**src/rtl/ps2_rx_event_fifo_if.sv**
```systemverilog
// Key-event handshake between ps2_rx_event_fifo (master) and its consumer (slave).
// With PS2_ASCII_EN defined the bundle also carries the ASCII translation of the head event.
interface ps2_rx_event_fifo_if #(
  parameter int FIFO_DEPTH = 8
);
  localparam int CNT_W = $clog2(FIFO_DEPTH) + 1;

  logic             ev_valid;
  logic             ev_ready;
  logic [7:0]       ev_code;
  logic             ev_release;
  logic             ev_extended;
  logic [CNT_W-1:0] ev_count;
`ifdef PS2_ASCII_EN
  logic [7:0]       ev_ascii;

  modport master (output ev_valid, ev_code, ev_release, ev_extended, ev_count, ev_ascii,
                  input  ev_ready);
  modport slave  (input  ev_valid, ev_code, ev_release, ev_extended, ev_count, ev_ascii,
                  output ev_ready);
`else
  modport master (output ev_valid, ev_code, ev_release, ev_extended, ev_count,
                  input  ev_ready);
  modport slave  (input  ev_valid, ev_code, ev_release, ev_extended, ev_count,
                  output ev_ready);
`endif
endinterface

```
**src/rtl/ps2_rx_event_fifo.sv**
```systemverilog
// PS/2 keyboard receiver with glitch filter, frame checking, receive timeout,
// E0/F0 prefix decoding and a show-ahead event FIFO.
// Optional feature macro: PS2_ASCII_EN (adds ev_ascii, head-entry set-2 to ASCII lookup).
module ps2_rx_event_fifo #(
  parameter int SAMPLE_DIV    = 250,
  parameter int FILTER_LEN    = 4,
  parameter int TIMEOUT_TICKS = 4000,
  parameter int FIFO_DEPTH    = 8
) (
  input  logic                      clk,
  input  logic                      rst,
  input  logic                      ps2_clk,
  input  logic                      ps2_data,
  ps2_rx_event_fifo_if.master       ev,
  output logic                      frame_err,
  output logic                      overflow,
  input  logic                      ovf_clr
);
  localparam int DIV_W = $clog2(SAMPLE_DIV);
  localparam int FLT_W = $clog2(FILTER_LEN);
  localparam int TO_W  = $clog2(TIMEOUT_TICKS + 1);
  localparam int PTR_W = $clog2(FIFO_DEPTH);
  localparam int CNT_W = PTR_W + 1;

  typedef enum logic [1:0] {IDLE = 2'd0, GOT_E0 = 2'd1, GOT_F0 = 2'd2, GOT_E0F0 = 2'd3} dec_state_e;

  // Odd parity holds when the data byte and parity bit together have an odd number of ones.
  function automatic logic odd_parity_ok(input logic [7:0] d, input logic p);
    return ^{d, p};
  endfunction

  // Frame layout LSB first: [0] start, [8:1] data, [9] parity, [10] stop.
  function automatic logic frame_ok(input logic [10:0] f);
    return (f[0] == 1'b0) && (f[10] == 1'b1) && odd_parity_ok(f[8:1], f[9]);
  endfunction

  logic [1:0]       clk_sync_r, data_sync_r;
  logic [DIV_W-1:0] div_r;
  logic             tick_r;
  logic             filt_r, fall_r, fall_data_r;
  logic [FLT_W-1:0] run_r;
  logic [10:0]      sh_r;
  logic [3:0]       bit_cnt_r;
  logic [TO_W-1:0]  to_cnt_r;
  logic             byte_vld_r, byte_bad_r, frame_err_r;
  logic [7:0]       byte_r;
  dec_state_e       state_r;
  logic             push_r, push_rel_r, push_ext_r;
  logic [7:0]       push_code_r;
  logic [9:0]       mem_r [FIFO_DEPTH];
  logic [PTR_W-1:0] wr_ptr_r, rd_ptr_r;
  logic [CNT_W-1:0] count_r;
  logic             valid_r, overflow_r;
  logic [9:0]       head_r;

  logic             full_s, pop_s, wr_en_s, drop_s;
  logic [CNT_W-1:0] count_nxt_s, remain_s;
  logic [PTR_W-1:0] rd_ptr_nxt_s;
  logic [9:0]       push_entry_s, head_nxt_s;

  // Two-flop synchronisers; idle-high reset value so no edge is seen out of reset.
  always_ff @(posedge clk or posedge rst) begin
    if (rst) begin
      clk_sync_r  <= 2'b11;
      data_sync_r <= 2'b11;
    end else begin
      clk_sync_r  <= {clk_sync_r[0], ps2_clk};
      data_sync_r <= {data_sync_r[0], ps2_data};
    end
  end

  // Sample-tick divider: one-clk tick each time the divider wraps.
  always_ff @(posedge clk or posedge rst) begin
    if (rst) begin
      div_r  <= '0;
      tick_r <= 1'b0;
    end else if (div_r == DIV_W'(SAMPLE_DIV - 1)) begin
      div_r  <= '0;
      tick_r <= 1'b1;
    end else begin
      div_r  <= div_r + DIV_W'(1);
      tick_r <= 1'b0;
    end
  end

  // Glitch filter: flip the filtered clock after FILTER_LEN consecutive opposite samples.
  always_ff @(posedge clk or posedge rst) begin
    if (rst) begin
      filt_r      <= 1'b1;
      run_r       <= '0;
      fall_r      <= 1'b0;
      fall_data_r <= 1'b0;
    end else begin
      fall_r <= 1'b0;
      if (tick_r) begin
        if (clk_sync_r[1] == filt_r) begin
          run_r <= '0;
        end else if (run_r == FLT_W'(FILTER_LEN - 1)) begin
          filt_r      <= ~filt_r;
          run_r       <= '0;
          fall_r      <= filt_r;
          fall_data_r <= data_sync_r[1];
        end else begin
          run_r <= run_r + FLT_W'(1);
        end
      end
    end
  end

  // Bit collection, frame check on the clk after the 11th bit, and partial-frame timeout.
  always_ff @(posedge clk or posedge rst) begin
    if (rst) begin
      sh_r        <= '0;
      bit_cnt_r   <= 4'd0;
      to_cnt_r    <= '0;
      byte_r      <= 8'h00;
      byte_vld_r  <= 1'b0;
      byte_bad_r  <= 1'b0;
      frame_err_r <= 1'b0;
    end else begin
      byte_vld_r  <= 1'b0;
      byte_bad_r  <= 1'b0;
      frame_err_r <= 1'b0;
      if (bit_cnt_r == 4'd11) begin
        bit_cnt_r <= 4'd0;
        to_cnt_r  <= '0;
        byte_r    <= sh_r[8:1];
        if (frame_ok(sh_r)) begin
          byte_vld_r <= 1'b1;
        end else begin
          byte_bad_r  <= 1'b1;
          frame_err_r <= 1'b1;
        end
      end else if (fall_r) begin
        sh_r      <= {fall_data_r, sh_r[10:1]};
        bit_cnt_r <= bit_cnt_r + 4'd1;
        to_cnt_r  <= '0;
      end else if (tick_r && (bit_cnt_r != 4'd0)) begin
        if (to_cnt_r == TO_W'(TIMEOUT_TICKS - 1)) begin
          bit_cnt_r   <= 4'd0;
          to_cnt_r    <= '0;
          frame_err_r <= 1'b1;
        end else begin
          to_cnt_r <= to_cnt_r + TO_W'(1);
        end
      end
    end
  end

  // Prefix decoder: E0/F0 bytes only move the state, other bytes push a flagged event.
  always_ff @(posedge clk or posedge rst) begin
    if (rst) begin
      state_r     <= IDLE;
      push_r      <= 1'b0;
      push_code_r <= 8'h00;
      push_rel_r  <= 1'b0;
      push_ext_r  <= 1'b0;
    end else begin
      push_r <= 1'b0;
      if (byte_bad_r) begin
        state_r <= IDLE;
      end else if (byte_vld_r) begin
        if (byte_r == 8'hE0) begin
          state_r <= GOT_E0;
        end else if (byte_r == 8'hF0) begin
          case (state_r)
            IDLE, GOT_F0:     state_r <= GOT_F0;
            GOT_E0, GOT_E0F0: state_r <= GOT_E0F0;
            default:          state_r <= IDLE;
          endcase
        end else begin
          push_r      <= 1'b1;
          push_code_r <= byte_r;
          push_rel_r  <= (state_r == GOT_F0) || (state_r == GOT_E0F0);
          push_ext_r  <= (state_r == GOT_E0) || (state_r == GOT_E0F0);
          state_r     <= IDLE;
        end
      end
    end
  end

  assign push_entry_s = {push_code_r, push_rel_r, push_ext_r};

  // FIFO next-state; head is looked ahead so the registered outputs track the pop exactly.
  always_comb begin
    full_s       = (count_r == CNT_W'(FIFO_DEPTH));
    pop_s        = valid_r && ev.ev_ready;
    wr_en_s      = push_r && (!full_s || pop_s);
    drop_s       = push_r && full_s && !pop_s;
    count_nxt_s  = count_r + CNT_W'(wr_en_s) - CNT_W'(pop_s);
    remain_s     = count_r - CNT_W'(pop_s);
    rd_ptr_nxt_s = pop_s ? (rd_ptr_r + PTR_W'(1)) : rd_ptr_r;
    head_nxt_s   = 10'd0;
    if (count_nxt_s == '0) begin
      head_nxt_s = 10'd0;
    end else if (remain_s == '0) begin
      head_nxt_s = push_entry_s;
    end else begin
      head_nxt_s = mem_r[rd_ptr_nxt_s];
    end
  end

  // FIFO storage, pointers, registered head/valid/count and sticky overflow.
  always_ff @(posedge clk or posedge rst) begin
    if (rst) begin
      for (int i = 0; i < FIFO_DEPTH; i++) mem_r[i] <= 10'd0;
      wr_ptr_r   <= '0;
      rd_ptr_r   <= '0;
      count_r    <= '0;
      valid_r    <= 1'b0;
      head_r     <= 10'd0;
      overflow_r <= 1'b0;
    end else begin
      if (wr_en_s) begin
        mem_r[wr_ptr_r] <= push_entry_s;
        wr_ptr_r        <= wr_ptr_r + PTR_W'(1);
      end
      rd_ptr_r <= rd_ptr_nxt_s;
      count_r  <= count_nxt_s;
      valid_r  <= (count_nxt_s != '0);
      head_r   <= head_nxt_s;
      if (drop_s) begin
        overflow_r <= 1'b1;
      end else if (ovf_clr) begin
        overflow_r <= 1'b0;
      end
    end
  end

  assign ev.ev_valid    = valid_r;
  assign ev.ev_code     = head_r[9:2];
  assign ev.ev_release  = head_r[1];
  assign ev.ev_extended = head_r[0];
  assign ev.ev_count    = count_r;
  assign frame_err      = frame_err_r;
  assign overflow       = overflow_r;

`ifdef PS2_ASCII_EN
  // Set-2 letter and digit codes to uppercase ASCII; everything else maps to 00.
  function automatic logic [7:0] set2_ascii(input logic [7:0] c);
    case (c)
      8'h1C: return 8'h41; 8'h32: return 8'h42; 8'h21: return 8'h43; 8'h23: return 8'h44;
      8'h24: return 8'h45; 8'h2B: return 8'h46; 8'h34: return 8'h47; 8'h33: return 8'h48;
      8'h43: return 8'h49; 8'h3B: return 8'h4A; 8'h42: return 8'h4B; 8'h4B: return 8'h4C;
      8'h3A: return 8'h4D; 8'h31: return 8'h4E; 8'h44: return 8'h4F; 8'h4D: return 8'h50;
      8'h15: return 8'h51; 8'h2D: return 8'h52; 8'h1B: return 8'h53; 8'h2C: return 8'h54;
      8'h3C: return 8'h55; 8'h2A: return 8'h56; 8'h1D: return 8'h57; 8'h22: return 8'h58;
      8'h35: return 8'h59; 8'h1A: return 8'h5A;
      8'h45: return 8'h30; 8'h16: return 8'h31; 8'h1E: return 8'h32; 8'h26: return 8'h33;
      8'h25: return 8'h34; 8'h2E: return 8'h35; 8'h36: return 8'h36; 8'h3D: return 8'h37;
      8'h3E: return 8'h38; 8'h46: return 8'h39;
      default: return 8'h00;
    endcase
  endfunction

  assign ev.ev_ascii = (valid_r && !head_r[0]) ? set2_ascii(head_r[9:2]) : 8'h00;
`endif
endmodule

```
**src/flat_wrapper.sv**
```systemverilog
// flat-port wrapper written by rule: the top's interface ports become plain ports
module ps2_rx_event_fifo_flat 
#(
  parameter int SAMPLE_DIV    = 250,
  parameter int FILTER_LEN    = 4,
  parameter int TIMEOUT_TICKS = 4000,
  parameter int FIFO_DEPTH    = 8
)
  (clk, rst, ps2_clk, ps2_data, frame_err, overflow, ovf_clr, ev_ev_valid, ev_ev_code, ev_ev_release, ev_ev_extended, ev_ev_count, ev_ev_ready);
  ps2_rx_event_fifo_if #(.FIFO_DEPTH(FIFO_DEPTH)) ev_i ();
  input  logic clk;
  input  logic rst;
  input  logic ps2_clk;
  input  logic ps2_data;
  output logic frame_err;
  output logic overflow;
  input  logic ovf_clr;
  output wire logic [$bits(ev_i.ev_valid)-1:0] ev_ev_valid;
  output wire logic [$bits(ev_i.ev_code)-1:0] ev_ev_code;
  output wire logic [$bits(ev_i.ev_release)-1:0] ev_ev_release;
  output wire logic [$bits(ev_i.ev_extended)-1:0] ev_ev_extended;
  output wire logic [$bits(ev_i.ev_count)-1:0] ev_ev_count;
  input wire logic [$bits(ev_i.ev_ready)-1:0] ev_ev_ready;
  assign ev_ev_valid = ev_i.ev_valid;
  assign ev_ev_code = ev_i.ev_code;
  assign ev_ev_release = ev_i.ev_release;
  assign ev_ev_extended = ev_i.ev_extended;
  assign ev_ev_count = ev_i.ev_count;
  assign ev_i.ev_ready = ev_ev_ready;
  ps2_rx_event_fifo #(.SAMPLE_DIV(SAMPLE_DIV), .FILTER_LEN(FILTER_LEN), .TIMEOUT_TICKS(TIMEOUT_TICKS), .FIFO_DEPTH(FIFO_DEPTH)) u_core (.clk(clk), .rst(rst), .ps2_clk(ps2_clk), .ps2_data(ps2_data), .ev(ev_i), .frame_err(frame_err), .overflow(overflow), .ovf_clr(ovf_clr));
endmodule
```
**config.mk**
```make
export PLATFORM = sky130hd
export DESIGN_NAME = ps2_rx_event_fifo_flat
export DESIGN_NICKNAME = d
export VERILOG_FILES = /design/src/rtl/ps2_rx_event_fifo_if.sv /design/src/rtl/ps2_rx_event_fifo.sv /design/src/flat_wrapper.sv
export SDC_FILE = /design/constraint.sdc
export NUM_CORES = 1
export LEC_CHECK = 0
export BUFFER_PORTS_ARGS = -buffer_cell sky130_fd_sc_hd__buf_2
export CORE_ASPECT_RATIO = 0.5
export CORE_UTILIZATION = 30
export DETAILED_ROUTE_END_ITERATION = 10
export SETUP_SLACK_MARGIN = 0.1
export SYNTH_ARGS = -nofsm -noshare
export SYNTH_HDL_FRONTEND = slang
export SYNTH_SLANG_ARGS = --single-unit
```
**constraint.sdc**
```tcl
create_clock -name clk -period 5.3 [get_ports clk]
set_input_delay 0.53 -clock clk [delete_from_list [all_inputs] [get_ports clk]]
set_output_delay 0.53 -clock clk [all_outputs]
set_load 0.05 [all_outputs]
```
==> results.yml <==
placement:
  count_of_input_and_output_buffers: 22
  place.gp.congestion: 0.7935
  preCtsSetupSlack_ns: 2.177
  detailedPlacementHpwl_um: 11540
global_routing:
  grtUsageTotal: 0.1376
  grt_max_degree: 105
  grt_pass1_wl_um: 30570
  globalRouteOverflowTotal: 0
  vias_in_the_first_global_route: 5821
  antenna_found_initial: 1
sta:
  worstMarginPinSlew_ns: 1.027
  totalNegativeSetupSlack_ns: 0
  unrepaired_setup_endpoints_after_global_routing: "false"
  fin_crit_sh: 0.5489
  hold_viol: 0
  finalClockSkew_ns: 0.008455
  setup_viol: 0
  whs_ns: 0.1945
  setup_slack_ns: 2.391
  timing_max_transition_violations_final: 0
  timing.fmax_mhz: 343.7
  period_minus_slack_ns: 2.909
  max-slew-margin-rel: 0.3099
power:
  worst_ir_drop_vdd_mv: 0.1601
  power.total_mw: 2.587
  power_density_nw_per_um2: 276.3
  power_leakage_nw: 4.213
setup_path:
  critPathArrivalTime_ns: 3.21
  crit_required_ns: 5.61
  critPathCaptureType: "flip-flop"
  path_class: "reg -> reg"
  rrSetupSlack_ns: 2.39
  critPathLaunchType: "flip-flop"
  critPathMaxStageDelay_ns: 0.47
  worstPathCellList: "and2_1 > buf_4 > nand2b_2 > nand2_2 > ha_1 > inv_1 > fa_1 > inv_1 > nor4_2 > buf_4 > nor3_1"
  slowest_stage: "sky130_fd_sc_hd__and2_1"
  worstPathMaxFanout: 14
clocking:
  path_clk_slew_ns: 0.07
  post-cts-setup-buffers: 0
  cts.hold.buffers_added: 0
  ctsHtreeMaxLevel: 4
  cts_root_buf: "sky130_fd_sc_hd__clkbuf_16"
  cts_buffers: 17
  post_cts_resize_count: 0
  cts_buffer_depth: 2
  worst_skew_pair.late_latency_ns: 0.43
  clock_tree_from_tritoncts: "yes"
  cts_sinks: 171
detailed_routing:
  drt_pre_antenna_iters: 4
  via_count: 5680
  wirelength_um: 18370
  remaining_drc_errors: 0
  post_detailed_route_count_of_antenna_violating_nets: 0
  viasPerCell: 4.909
  drtIter0Drc: 392
  route.detailed.wl_per_inst_um: 15.87
layout:
  drive_above_1_share: 0.2350
  n_antenna_cell: 0
  design.final.nets: 791
  areaGrowthSynthToFinish_pct: 12.38
yosys:
  synth-seq-cells: 171
  netlist-cell-type-count: 68
  dominantRegCellSynth: "sky130_fd_sc_hd__dfrtp_1"
  yosys_warnings: 0
  synth-seq-area-share: 0.5145
  asyncSetResetFlopFracSynth: 1.000
  cell_area_after_technology_mapping_um2: 8329
  postSynthNetCount: 789
  synth_edf_count: 0
  syn_avg_cell_area_um2: 10.85
  cell_count_after_synthesis: 768
die:
  ports_placed_on_the_boundary: 23
  start_util: 0.3102
  die_area_um2: 28470
  placeableCoreArea_um2: 26850
  die-width_um: 237.6
  fp-row-count: 42
  die_h_um: 119.8
worst_hold_path:
  timing.hold.worst.class: "in -> reg"
outcome:
  run_status: "finished, final reports clean"
run:
  cap_viol_max_count: 0
## stage by stage
step / cells / util / area (um^2)
2_1_floorplan: 768 / - / 8329
3_3_place_gp: 1125 / 0.3268 / 8775
3_5_place_dp: 1125 / 0.3268 / 8775
4_1_cts: 1157 / 0.3486 / 9360
5_1_grt: 1157 / 0.3486 / 9360
6_report: 1157 / 0.3486 / 9360
## Yosys cell counts (all sizes together) (5+ instances only)
cell       n  area, um^2
o21ai     39       195.2
o41ai      5       43.79
buf       32       195.2
xor2      14       122.6
clkbuf    20       76.32
xnor2     15       157.7
nor3       5       30.03
a221oi    12       136.4
a21oi     18       90.09
a211oi    18       135.1
a31oi      6       37.54
dfstp      5       131.4
mux2      91        1025
a311oi     6       58.80
nand2    111       421.7
nor2      42       157.7
inv       41       156.4
mux2i     10       103.9
ha        14       175.2
nand3     29       150.1
o22ai      5       31.28
a311o      6       60.06
o2bb2ai    6       52.55
o211ai     6       45.04
dfrtp    166        4154
## state kept, by name (all words and copies together) (netlist names), 3 cells and up
name                cells
u_core.bit_cnt_r        4
u_core.mem_r           80
u_core.wr_ptr_r         3
u_core.div_r            8
u_core.head_r          10
u_core.byte_r           8
u_core.rd_ptr_r         3
u_core.sh_r            11
u_core.to_cnt_r        12
u_core.push_code_r      8
u_core.ev.ev_count      4
## worst max-delay path: cells and delay by family (launching register included)
kind / cells / cell delay [ns]
adders and majority gates: 2 / 0.64
buffers and inverters: 4 / 0.72
DFF: 1 / 0.38
and+or+nand+nor: 5 / 1.04
## report_power, final
group	internal [mW]	total, mW	leakage, nW	switching, mW
combinational	0.00284	0.0293	1.61	0.0264
clock	0.714	1.25	0.275	0.535
sequential	1.31	1.31	2.33	0.000584
## metal layers
metal  global-route usage  part of all wire  vias up
li1                     -                 -     2705
met2               0.2280              0.47      117
met5                    0           0.00093        -
met4              0.05323             0.019        2
met1               0.1745              0.46     2826
met3              0.03267             0.044       30
## cells in the final DEF, fill, tap and decap left out, types with 9 or more instances in the layout
cell,instances
sky130_fd_sc_hd__buf_4,13
sky130_fd_sc_hd__mux2_2,89
sky130_fd_sc_hd__ha_1,14
sky130_fd_sc_hd__inv_1,37
sky130_fd_sc_hd__a21oi_1,18
sky130_fd_sc_hd__clkbuf_16,17
sky130_fd_sc_hd__mux2i_1,9
sky130_fd_sc_hd__nand3_1,28
sky130_fd_sc_hd__buf_2,22
sky130_fd_sc_hd__xnor2_1,13
sky130_fd_sc_hd__dfrtp_1,166
sky130_fd_sc_hd__nand2_1,109
sky130_fd_sc_hd__xor2_1,14
sky130_fd_sc_hd__o21ai_0,33
sky130_fd_sc_hd__nor2_1,42
sky130_fd_sc_hd__a211oi_1,18
## layout make-up
class | instances | area (um^2)
fill | 2611 | 17490
sequential | 171 | 4285
multi-input combinational | 504 | 3652
tap | 374 | 467.9
clock buffer | 21 | 450.4
timing repair buffer | 35 | 207.7
inverter | 41 | 161.4
clock inverter | 11 | 135.1
## kinds of logic after synthesis
logic type               synth area share
multiplexers                       0.1355
AND/OR/NAND/NOR                    0.1227
buffers and inverters             0.05137
flip-flops                         0.5145
adder cells (fa/ha/maj)           0.02343
AO/OA/AOI/OAI                      0.1188
XOR/XNOR                          0.03365
## final timing paths
path                                       from                   end  cells after the start
hold reg to reg            u_core.clk_sync_r[0]  u_core.clk_sync_r[1]                      0
setup reg to reg             u_core.ev.ev_valid      u_core.head_r[9]                     11
hold / removal                          ps2_clk  u_core.clk_sync_r[0]                      1
max in group asynchronous                   rst  u_core.clk_sync_r[1]                      3
setup / recovery             u_core.ev.ev_valid      u_core.head_r[9]                     11
min in group asynchronous                   rst       u_core.div_r[7]                      2
No activity file was read; power rests on OpenSTA's default activity.
